**config.mk**
```make
export PLATFORM = sky130hd
export DESIGN_NAME = shift_sin_pout_flat
export DESIGN_NICKNAME = d
export VERILOG_FILES = /design/src/rtl/shift_sin_pout_pkg.sv /design/src/rtl/shift_sin_pout_if.sv /design/src/rtl/shift_sin_pout.sv /design/src/flat_wrapper.sv
export SDC_FILE = /design/constraint.sdc
export NUM_CORES = 1
export LEC_CHECK = 0
export BUFFER_PORTS_ARGS = -buffer_cell sky130_fd_sc_hd__buf_2
export CORE_MARGIN = 10
export CORE_UTILIZATION = 50
export DETAILED_ROUTE_END_ITERATION = 6
export PLACE_DENSITY_LB_ADDON = 0.12
export SLEW_MARGIN = 20
export SYNTH_ARGS = -nofsm -noshare
export SYNTH_HDL_FRONTEND = slang
export SYNTH_SLANG_ARGS = --single-unit
```
**constraint.sdc**
```tcl
create_clock -name clk -period 1.55 [get_ports clk]
set_input_delay 0.31 -clock clk [delete_from_list [all_inputs] [get_ports clk]]
set_output_delay 0.31 -clock clk [all_outputs]
set_load 0.005 [all_outputs]
```
**src/rtl/shift_sin_pout_pkg.sv**
```systemverilog
// Shared constants for the serial-in / parallel-out receiver and its
// companion parallel-load serial-out transmitter.
package shift_sin_pout_pkg;

  localparam int DEF_WIDTH = 8;

  function automatic int cnt_width(input int width);
    return (width > 1) ? $clog2(width) : 1;
  endfunction

endpackage

```
**src/rtl/shift_sin_pout_if.sv**
```systemverilog
// Serial input / parallel output bundle between the receiver and its
// producer/consumer.
interface shift_sin_pout_if
  import shift_sin_pout_pkg::*;
#(
  parameter int WIDTH = DEF_WIDTH
);

  logic             select;
  logic             sin;
  logic             ack;
  logic [WIDTH-1:0] data;
  logic             valid;
  logic             overrun;
  logic             busy;

  modport master (
    output select, sin, ack,
    input  data, valid, overrun, busy
  );

  modport slave (
    input  select, sin, ack,
    output data, valid, overrun, busy
  );

endinterface

```
**src/rtl/shift_sin_pout.sv**
```systemverilog
// Serial-in, parallel-out receiver: MSB-first words are assembled while
// select is high and handed over with a valid/ack handshake.
module shift_sin_pout
  import shift_sin_pout_pkg::*;
#(
  parameter int WIDTH = DEF_WIDTH
) (
  input logic             clk,
  input logic             reset,
  shift_sin_pout_if.slave bus
);

  localparam int CNT_W = cnt_width(WIDTH);
  localparam logic [CNT_W-1:0] LAST = CNT_W'(WIDTH - 1);

  logic [WIDTH-1:0] shift;
  logic [CNT_W-1:0] cnt;
  logic [WIDTH-1:0] data;
  logic             valid;
  logic             overrun;

  logic             complete;
  logic             accept;
  logic [WIDTH-1:0] next_word;

  always_comb begin
    next_word = {shift[WIDTH-2:0], bus.sin};
    complete  = bus.select && (cnt == LAST);
    // A finished word is only taken if the holding register is free or
    // being released on this very edge.
    accept    = complete && (!valid || bus.ack);
  end

  always_ff @(posedge clk) begin
    if (reset) begin
      shift   <= '0;
      cnt     <= '0;
      data    <= '0;
      valid   <= 1'b0;
      overrun <= 1'b0;
    end else begin
      if (!bus.select) begin
        cnt <= '0;
      end else if (complete) begin
        cnt <= '0;
      end else begin
        cnt   <= cnt + CNT_W'(1);
        shift <= next_word;
      end

      if (accept) begin
        data    <= next_word;
        valid   <= 1'b1;
        overrun <= 1'b0;
      end else if (complete) begin
        overrun <= 1'b1;
      end else if (bus.ack) begin
        valid   <= 1'b0;
        overrun <= 1'b0;
      end
    end
  end

  assign bus.data    = data;
  assign bus.valid   = valid;
  assign bus.overrun = overrun;
  assign bus.busy    = (cnt != '0);

endmodule

```
**src/flat_wrapper.sv**
```systemverilog
// flat-port wrapper written by rule: the top's interface ports become plain ports
module shift_sin_pout_flat import shift_sin_pout_pkg::*;
#(
  parameter int WIDTH = DEF_WIDTH
)
  (clk, reset, bus_select, bus_sin, bus_ack, bus_data, bus_valid, bus_overrun, bus_busy);
  shift_sin_pout_if #(.WIDTH(WIDTH)) bus_i ();
  input logic clk;
  input logic reset;
  input wire logic [$bits(bus_i.select)-1:0] bus_select;
  input wire logic [$bits(bus_i.sin)-1:0] bus_sin;
  input wire logic [$bits(bus_i.ack)-1:0] bus_ack;
  output wire logic [$bits(bus_i.data)-1:0] bus_data;
  output wire logic [$bits(bus_i.valid)-1:0] bus_valid;
  output wire logic [$bits(bus_i.overrun)-1:0] bus_overrun;
  output wire logic [$bits(bus_i.busy)-1:0] bus_busy;
  assign bus_i.select = bus_select;
  assign bus_i.sin = bus_sin;
  assign bus_i.ack = bus_ack;
  assign bus_data = bus_i.data;
  assign bus_valid = bus_i.valid;
  assign bus_overrun = bus_i.overrun;
  assign bus_busy = bus_i.busy;
  shift_sin_pout #(.WIDTH(WIDTH)) u_core (.clk(clk), .reset(reset), .bus(bus_i));
endmodule
```
======== Word level (Yosys, flattened, before mapping) ========
Cells that the tools add are included.
cells by class
  reduce and logical (&&, ||, !) cells .... 11
  div/mod/pow operators ................... 0
  multiply operators ...................... 0
  bitwise logic cells ..................... 2
  shift-type cells ........................ 0
  equal/unequal tests ..................... 2
  multiplexer cells ....................... 4
  $add $sub $neg .......................... 1
  magnitude comparators ................... 0
operators with widths
  cell                 count
  $mux 1               4
  $reduce_and 2->1     2
  $reduce_bool 2->1    2
  $add 3x1->3 const B  1
  $eq 3x3->1 const B   1
  $reduce_bool 3->1    1
  $reduce_or 3->1      1
  $logic_and 1x1->1    2
  $ne 2x2->1 const B   1
  $not 1->1            2
  $reduce_or 2->1      1
  $logic_not 1->1      1
  $logic_or 1x1->1     1
word-level totals
  logic and storage cells ................. 25
  input port bits ......................... 5
  ROM bits ................................ 0
  memory bits (writable) .................. 0
  memories kept ........................... 0
  flip-flop bits (word level) ............. 20
  latch bits .............................. 0
  output and inout bits ................... 11

======== Depth between registers and ports, before layout ========
Gate-level depths: netlist of the first run.
  depth after elaboration ................. 5
  depth in mapped cells ................... 6
  mapped depth without buffers ............ 5

======== Least setup slack after synthesis of the first run ========
No wires, ideal clock.
  path type ............................... reg2reg
  start ................................... register u_core.cnt[0]
  end ..................................... register u_core.shift[0]
  setup slack ............................. 289 ps
  data required time ...................... 1436 ps
  setup time .............................. 114 ps
  period minus slack after synthesis ...... 1261 ps
  cell stages (with the launch flop) ...... 7
  arrival time ............................ 1146 ps
  path buffers ............................ 1
  cell sequence ........................... dfxtp_1 -> ha_1 -> ha_1 -> nand2b_1 -> buf_4 -> mux2i_1 -> nor2_1
between the ends
  word-level cells in the longest chain between the ends .. 4
RTL lines
  what                        line                  text
  start: declaration          shift_sin_pout.sv:17  logic [CNT_W-1:0] cnt;
  start signal: assignment    shift_sin_pout.sv:47  cnt <= cnt + CNT_W'(1);
  $eq 3x3->1                  shift_sin_pout.sv:28  complete = bus.select && (cnt == LAST);
  $logic_and 1x1->1           shift_sin_pout.sv:28
  $not 1->1 (no line)         -
  $reduce_and 2->1 (no line)  -
  end signal: assignment      shift_sin_pout.sv:48  shift <= next_word;
  end: declaration            shift_sin_pout.sv:16  logic [WIDTH-1:0] shift;
Every way passes these cells.
A chain may end at the register's enable or synchronous reset.

======== Worst setup path in the final report of the first run ========
  start ................................... register u_core.cnt[0]
  end ..................................... register u_core.data[5] (netlist: u_core.bus.data[5])
between the ends
  word-level cells in the longest chain between the ends .. 3
RTL lines
  what                    line                  text
  $eq 3x3->1              shift_sin_pout.sv:28
  $logic_and 1x1->1       shift_sin_pout.sv:28
  $logic_and 1x1->1       shift_sin_pout.sv:31  accept = complete && (!valid || bus.ack);
  end signal: assignment  shift_sin_pout.sv:52  data <= next_word;
  end: declaration        shift_sin_pout.sv:18  logic [WIDTH-1:0] data;
Every way passes these cells.

==> flow_metrics.tcl, run 1 <==
set metrics [dict create \
    status "complete, no violations" \
    drc_errors 0 \
    switching_power_w 0.000165 \
    gp_congestion 0.710 \
    wl_met1_um 670 \
    clockPowerShare_pct 28.5 \
    viasPerCell 4.94 \
    cts_tree "yes" \
    ys_ff_latch 20 \
    wl_met2_um 615 \
    max_freq_mhz 702 \
    ant_nets 0 \
    yosys_warnings 0 \
    worstHoldPathType "in2reg" \
    hold_viol_final 0 \
    topRoutingLayerUsed "met4" \
    syn-cell-area_um2 858 \
    dieArea_mm2 0.00377 \
    fin_skew_ns 0.00321 \
    numCtsBuffers 3 \
    syn_avg_cell_area_um2 10.9 \
    worst_slew_pin_slew_ns 0.384 \
    rsz0062_at_grt "no" \
    grt_pass1_vias 539 \
    syn_nets 87 \
    synth.area.top_cells "dfxtp_1, mux2i_1, nand2b_1" \
    slew_violations 0 \
    drt_wl_total_um 1370 \
    fin_crit_sh_pct 91.9 \
    finalPower_w 0.000802 \
    maxSlewHeadroom_pct 74.4 \
    ir_worst_vdd_v 0.000629 \
    synth_area_leader_cell "dfxtp_1" \
    place_worst_setup_slack_ns 0.128 \
    num_rows 14 \
    synth_cells 79 \
    finalSetupViolations 0 \
    cts_resized 0 \
    first_pass_iters 2 \
    hpwl_um 1040 \
    first_iter_violations 5 \
    whs_ns 0.190 \
    start_util_pct 55.1 \
    grt_first_pass_wirelength_um 2360 \
    clock_sinks 20 \
    internal-power_w 0.000636 \
    clk-insertion-delay-late_ns 0.28 \
    finish.utilization_pct 60.5 \
    cts.clk_slew.worst_paths_ns 0.10 \
    synth_top_area_share_pct 46.6 \
    cts_root_buf "clkbuf_4" \
    grt_max_degree 29 \
    fin_crit_ns 1.42 \
    core_mm2 0.00156 \
    h-tree-depth 1 \
    yosysSeqAreaShare_pct 46.6 \
    placement.io_buffers 15 \
    grt_use_total_pct 8.38 \
    dieWidth_um 61.4 \
    arrival_ns 1.64 \
    pwr-share-seq_pct 65.3 \
    insertedDiodeCount 0 \
    vias 538 \
    synthDistinctLibCells 14 \
    critPathKind "reg2reg" \
    swShare_pct 20.6 \
    fin_nets 103 \
    cts_buffer_depth 2 \
    boundaryPins 16 \
    maxCapViolCount 0 \
    end_kind "flip-flop" \
    p_leak_nw 0.420 \
    cp_data_required_time_ns 1.76 \
    power.density_mw_per_mm2 850 \
    postLayoutSetupSlackWorst_ns 0.125 \
    wl_met3_um 76 \
    drive_gt1_share_pct 22.6 \
    critPathMaxFanout 8 \
    tns_ns 0 \
    pwr-share-comb_pct 6.2 \
    start_kind "flip-flop" \
    die_h_um 61.4 \
    routedWlPerCell_um 12.6 \
    overflow 0 \
    syn_to_final_growth_pct 9.91 \
    antenna_found_initial 0 \
    ctsHoldBuffers 0 \
    cts_setup_buffers 0 \
]
## flip-flops by register name, summed over array words and instances, names as in the netlist
name,flops
u_core.bus.overrun,1
u_core.shift,7
u_core.bus.data,8
u_core.bus.valid,1
u_core.cnt,3
## stage by stage
stage	instance area [um^2]	instances
finish	943	109
global route	943	109
global placement	921	106
detailed placement	921	106
CTS	943	109
floorplan	858	79
## per-layer routing
metal	track usage (%)	vias to the layer above
met5	0	-
met4	3.82	0
met3	2.67	2
met2	13.0	8
met1	10.4	242
li1	-	286
## kinds of logic (layout without fill, tap and decap cells)
family,Yosys count,after routing,share of synthesized area (%)
simple gates,32,32,22.7
flops,20,20,46.6
mux,16,16,18.7
buf+inv,7,21,7.00
fa+ha+maj,3,3,4.37
compound gates,1,1,0.583
## final timing paths
check / from / endpoint / slack, ns / cells past startpoint
max reg2reg: u_core.cnt[0] / u_core.bus.data[5] / 0.13 / 5
min: bus_ack / u_core.bus.overrun / 0.19 / 2
min reg2reg: u_core.cnt[0] / u_core.cnt[0] / 0.47 / 1
max: u_core.cnt[0] / u_core.bus.data[5] / 0.13 / 5
## synthesized netlist by cell type (all sizes together)
cell type / n
buf: 5
a21oi: 1
ha: 3
nand2b: 19
inv: 2
dfxtp: 20
nor3: 2
nor2b: 1
mux2i: 16
nor2: 7
nand2: 1
nor3b: 2
## cells in the final DEF, fill, tap and decap left out, drive strengths merged
cell type,n
nor2b,1
nand2,1
inv,2
mux2i,16
nand2b,19
nor3,2
nor2,7
dfxtp,20
nor3b,2
a21oi,1
buf,16
ha,3
clkbuf,3
## layout make-up
| class | instances | area [um^2] |
|---|---|---|
| fillers | 146 | 616 |
| flip-flops and latches | 20 | 400 |
| multi-input cells | 52 | 398 |
| repair buffers | 16 | 95.1 |
| clock buffers | 3 | 22.5 |
| well taps | 16 | 20.0 |
| inverters | 2 | 7.51 |
## critical path, stage by stage (launching register included)
cell and delay [ns]:
dfxtp_1 0.37, ha_1 0.16, ha_1 0.15, nand2_1 0.12, nor2b_4 0.31, mux2i_1 0.24
## power groups by stage
stage / logic, W / registers (W) / clock network [W]
5_1_grt: 0.0000558 / 0.000524 / 0.000255
4_1_cts: 0.0000505 / 0.000524 / 0.000242
6_report: 0.0000497 / 0.000523 / 0.000228
3_5_place_dp: 0.0000505 / 0.000535 / 0
2_1_floorplan: 0.0000416 / 0.000534 / 0
3_3_place_gp: 0.0000502 / 0.000535 / 0
No activity file was read; power rests on OpenSTA's default activity.
==> run 2: changes to the inputs <==
--- a/config.mk
+++ b/config.mk
@@ -7,7 +7,7 @@
 export LEC_CHECK = 0
 export BUFFER_PORTS_ARGS = -buffer_cell sky130_fd_sc_hd__buf_2
 export CORE_MARGIN = 10
-export CORE_UTILIZATION = 50
+export CORE_UTILIZATION = 30
 export DETAILED_ROUTE_END_ITERATION = 6
 export PLACE_DENSITY_LB_ADDON = 0.12
 export SLEW_MARGIN = 20
==> flow_metrics.tcl, run 2 (synthesized netlist as in run 1, its figures left out) <==
set metrics [dict create \
    internal-power_w 0.000637 \
    largest_register_ffs 8 \
    routedWlPerCell_um 11.8 \
    cts_resized 0 \
    critical-path-max-stage-delay_ns 0.36 \
    p_leak_nw 0.420 \
    fin_crit_ns 1.41 \
    placement.io_buffers 15 \
    cp_slowest_cell "dfxtp_1" \
    grt_busiest_layer "met2" \
    drt_wl_total_um 1460 \
    hold_viol_final 0 \
    first_iter_violations 10 \
    finalSetupViolations 0 \
    slew_violations 0 \
    rsz0062_at_grt "no" \
    fin_nets 103 \
    cts_root_buf "clkbuf_4" \
    num_rows 19 \
    maxSlewHeadroom_pct 73.5 \
    switching_power_w 0.000178 \
    cp_num_buf_inv 0 \
    cts_buffer_depth 2 \
    die_h_um 73.5 \
    ant_nets 0 \
    grt_use_total_pct 5.91 \
    drc_errors 0 \
    met3_usage_pct 2.83 \
    insertedDiodeCount 0 \
    hold_path_depth 2 \
    final_common_cell "dfxtp_1" \
    use_met2_pct 8.05 \
    pwr-share-seq_pct 64.3 \
    ctsHoldBuffers 0 \
    syn_to_final_growth_pct 12.1 \
    worst_slew_pin_slew_ns 0.397 \
    cp_data_required_time_ns 1.78 \
    top_regs "u_core.bus.data: 8 flops, u_core.shift: 7 flops, u_core.cnt: 3 flops" \
    layout_common_cells "dfxtp_1, nand2b_1, mux2i_1" \
    cts_tree "yes" \
    fin_skew_ns 0.00964 \
    end_kind "flip-flop" \
    path_depth 5 \
    path_cells "ha_1 > ha_1 > nand2_1 > nor2b_4 > mux2i_1" \
    reg2reg_depth 5 \
    arrival_ns 1.63 \
    clock_sinks 20 \
    swShare_pct 21.8 \
    critPathTopFamily "simple AND/OR/NAND/NOR gates" \
    first_pass_iters 2 \
    clk-insertion-delay-late_ns 0.30 \
    dieWidth_um 73.5 \
    start_util_pct 31.1 \
    numCtsBuffers 3 \
    cts.clk_slew.worst_paths_ns 0.10 \
    critPathMaxFanout 8 \
    antenna_found_initial 0 \
    gp_congestion 0.643 \
    boundaryPins 16 \
    tns_ns 0 \
    h-tree-depth 1 \
    grt_pass1_vias 531 \
    clockPowerShare_pct 29.5 \
    grt_max_degree 29 \
    met1_usage_pct 7.21 \
    grt_first_pass_wirelength_um 2480 \
    start_kind "flip-flop" \
    regMostFlops "u_core.bus.data" \
    fin_crit_sh_pct 90.8 \
    critPathKind "reg2reg" \
    critPathMostFrequentCell "ha_1" \
    dp_cells 121 \
    ir_worst_vdd_v 0.000398 \
    cts_setup_buffers 0 \
    maxCapViolCount 0 \
    final_cells 124 \
    dieArea_mm2 0.00540 \
    nFillCells 295 \
    overflow 0 \
    vias 537 \
    status "complete, no violations" \
    drive_gt1_share_pct 22.6 \
    power.density_mw_per_mm2 847 \
    pwr-share-comb_pct 6.2 \
    max_freq_mhz 711 \
    worstHoldPathType "in2reg" \
    core_mm2 0.00276 \
    viasPerCell 4.33 \
]
-- run 2: cell counts in the layout (fill, tap and decap cells not counted) --
No cell type changed its count.
-- run 2: power groups by stage --
stage | clock network [W] | registers, W | logic [W]
after detailed placement | 0 | 0.000535 | 0.0000518
final | 0.000241 | 0.000523 | 0.0000506
after global placement | 0 | 0.000535 | 0.0000515
after floorplan | 0 | 0.000534 | 0.0000416
after global routing | 0.000276 | 0.000525 | 0.0000571
after CTS | 0.000255 | 0.000524 | 0.0000519
-- run 2: layer usage --
metal  share of wire [%]  vias up
met2                  45        7
met1                  47      245
met3                 7.7        2
met4                0.96        0
li1                    -      283
met5                   0        -
-- run 2: final timing paths --
| kind | startpoint | end | slack (ns) |
|---|---|---|---|
| setup / recovery | u_core.cnt[0] | u_core.bus.data[7] | 0.14 |
| hold / removal | bus_ack | u_core.bus.overrun | 0.19 |
| setup reg to reg | u_core.cnt[0] | u_core.bus.data[7] | 0.14 |
| hold reg to reg | u_core.cnt[0] | u_core.cnt[0] | 0.46 |
-- run 2: layout make-up --
cell class	instances	area, um^2	share of cell area, %
Multi-Input combinational cell	52	398	41.4
Inverter	2	7.51	0.780
Timing Repair Buffer	16	95.1	9.88
Clock buffer	3	22.5	2.34
Sequential cell	20	400	41.6
Tap cell	31	38.8	4.03
-- run 2: worst register-to-register path, cell delays in order, from the launching register on --
cell and delay (ns):
dfxtp_1 0.36, ha_1 0.16, ha_1 0.15, nand2_1 0.13, nor2b_4 0.33, mux2i_1 0.21
-- run 2: metrics by stage --
step	worst slack, ns	util (%)	power, W	cell area, um^2	hold WS, ns
detailed placement	0.130	34.1	0.000587	940	0.448
floorplan	0.289	-	0.000576	858	0.389
global route	0.00515	34.9	0.000857	962	0.167
finish	0.143	34.9	0.000815	962	0.193
global placement	0.182	34.1	0.000587	940	0.437
CTS	0.113	34.9	0.000830	962	0.176
==> run 3: changes to the inputs <==
--- a/config.mk
+++ b/config.mk
@@ -7,7 +7,7 @@
 export LEC_CHECK = 0
 export BUFFER_PORTS_ARGS = -buffer_cell sky130_fd_sc_hd__buf_2
 export CORE_MARGIN = 10
-export CORE_UTILIZATION = 30
+export CORE_UTILIZATION = 52
 export DETAILED_ROUTE_END_ITERATION = 6
 export PLACE_DENSITY_LB_ADDON = 0.12
 export SLEW_MARGIN = 20
==> flow_metrics.tcl, run 3 (synthesized netlist as in run 1, its figures left out) <==
set metrics [dict create \
    status "complete, no violations" \
    clk-insertion-delay-late_ns 0.29 \
    grt_use_total_pct 8.24 \
    reg2reg_to "u_core.shift[3]" \
    cp_slowest_cell "dfxtp_1" \
    met3_usage_pct 2.09 \
    grt_first_pass_wirelength_um 2360 \
    fin_skew_ns 0.000972 \
    ir_worst_vdd_v 0.000506 \
    start_kind "flip-flop" \
    maxCapViolCount 0 \
    path_cells "ha_1 > ha_1 > nand2b_1 > buf_12 > mux2i_1 > nor2_1" \
    drt_wl_total_um 1360 \
    cp_data_required_time_ns 1.73 \
    rsz0062_at_grt "no" \
    ant_nets 0 \
    grt_max_degree 29 \
    start_util_pct 55.7 \
    critPathMaxFanout 7 \
    h-tree-depth 1 \
    critical-path-max-stage-delay_ns 0.34 \
    first_pass_iters 3 \
    top_regs "u_core.bus.data: 8 flops, u_core.shift: 7 flops, u_core.cnt: 3 flops" \
    placement.io_buffers 15 \
    worstHoldPathType "in2reg" \
    finish.utilization_pct 63.4 \
    r2r_setup_slack_ns 0.12 \
    drc_errors 0 \
    whs_ns 0.183 \
    cts_resized 0 \
    viasPerCell 4.96 \
    vias 551 \
    cts.clk_slew.worst_paths_ns 0.10 \
    grt_pass1_vias 562 \
    end_kind "flip-flop" \
    first_iter_violations 5 \
    hold_end "u_core.bus.overrun" \
    hold_path_depth 2 \
    cts_tree "yes" \
    tns_ns 0 \
    die_h_um 60.6 \
    arrival_ns 1.61 \
    gp_congestion 0.722 \
    r2r-start "u_core.cnt[0]" \
    syn_to_final_growth_pct 13.8 \
    ctsHoldBuffers 0 \
    numCtsBuffers 3 \
    critPathMostFrequentCell "ha_1" \
    largest_register_ffs 8 \
    dieWidth_um 60.6 \
    fin_nets 104 \
    dieArea_mm2 0.00368 \
    met1_usage_pct 10.0 \
    max_freq_mhz 697 \
    finalSetupViolations 0 \
    clock_sinks 20 \
    maxSlewHeadroom_pct 74.6 \
    power.density_mw_per_mm2 883 \
    p_leak_nw 0.435 \
    slew_violations 0 \
    fin_crit_sh_pct 92.5 \
    use_met2_pct 12.8 \
    regMostFlops "u_core.bus.data" \
    cp_num_buf_inv 1 \
    cts_root_buf "clkbuf_4" \
    grt_busiest_layer "met2" \
    drive_gt1_share_pct 24.2 \
    insertedDiodeCount 0 \
    place_worst_setup_slack_ns 0.109 \
    critPathTopFamily "adder cells" \
    reg2reg_depth 6 \
    cts_buffer_depth 2 \
    routedWlPerCell_um 12.2 \
    fin_crit_ns 1.43 \
    num_rows 14 \
    cts_setup_buffers 0 \
    core_mm2 0.00154 \
    overflow 0 \
    worst_slew_pin_slew_ns 0.381 \
    boundaryPins 16 \
    hp-start "bus_ack" \
    hpwl_um 997 \
    layout_common_cells "dfxtp_1, nand2b_1, mux2i_1" \
    final_common_cell "dfxtp_1" \
    critPathKind "reg2reg" \
    antenna_found_initial 0 \
    hold_viol_final 0 \
    postLayoutSetupSlackWorst_ns 0.115 \
]
run 3: through the flow:
stage	cell area [um^2]	power (W)	cells
floorplan	858	0.000576	79
global placement	921	0.000584	106
detailed placement	921	0.000586	106
CTS	957	0.000879	110
global route	977	0.000901	111
finish	977	0.000863	111
run 3: power by group:
group          internal, W  total (W)  leakage (nW)  switching (W)
combinational    0.0000269  0.0000495         0.252      0.0000227
sequential        0.000519   0.000524         0.162     0.00000420
clock             0.000143   0.000290        0.0210       0.000147
total             0.000689   0.000863         0.435       0.000174
run 3: layout make-up:
class                      count  area [um^2]
sequential                    20          400
timing repair buffer          17          115
tap                           16         20.0
fill                         140          564
clock buffer                   4         36.3
inverter                       2         7.51
multi-input combinational     52          398
run 3: worst reg2reg max path, cell delays in order, from the launching register on:
cell      delay (ns)
dfxtp_1         0.34
ha_1            0.20
ha_1            0.19
nand2b_1        0.22
buf_12          0.18
mux2i_1         0.14
nor2_1          0.05
run 3: metal layers:
metal  routed length (um)  part of all wire, %
met1                  596                   44
met3                   82                  6.1
met2                  667                   49
met4                    9                 0.66
met5                    0                    0
run 3: worst max path at each step:
stage / depth (start not counted) / slack [ns] / start / end
after detailed placement: 5 / 0.11 / u_core.cnt[0] / u_core.bus.data[4]
final: 6 / 0.12 / u_core.cnt[0] / u_core.shift[3]
after global routing: 6 / 0.02 / u_core.cnt[0] / u_core.shift[6]
after floorplan: 6 / 0.29 / u_core.cnt[0] / u_core.shift[0]
after CTS: 5 / 0.08 / u_core.cnt[0] / u_core.bus.data[4]
after global placement: 5 / 0.16 / u_core.cnt[0] / u_core.bus.data[4]
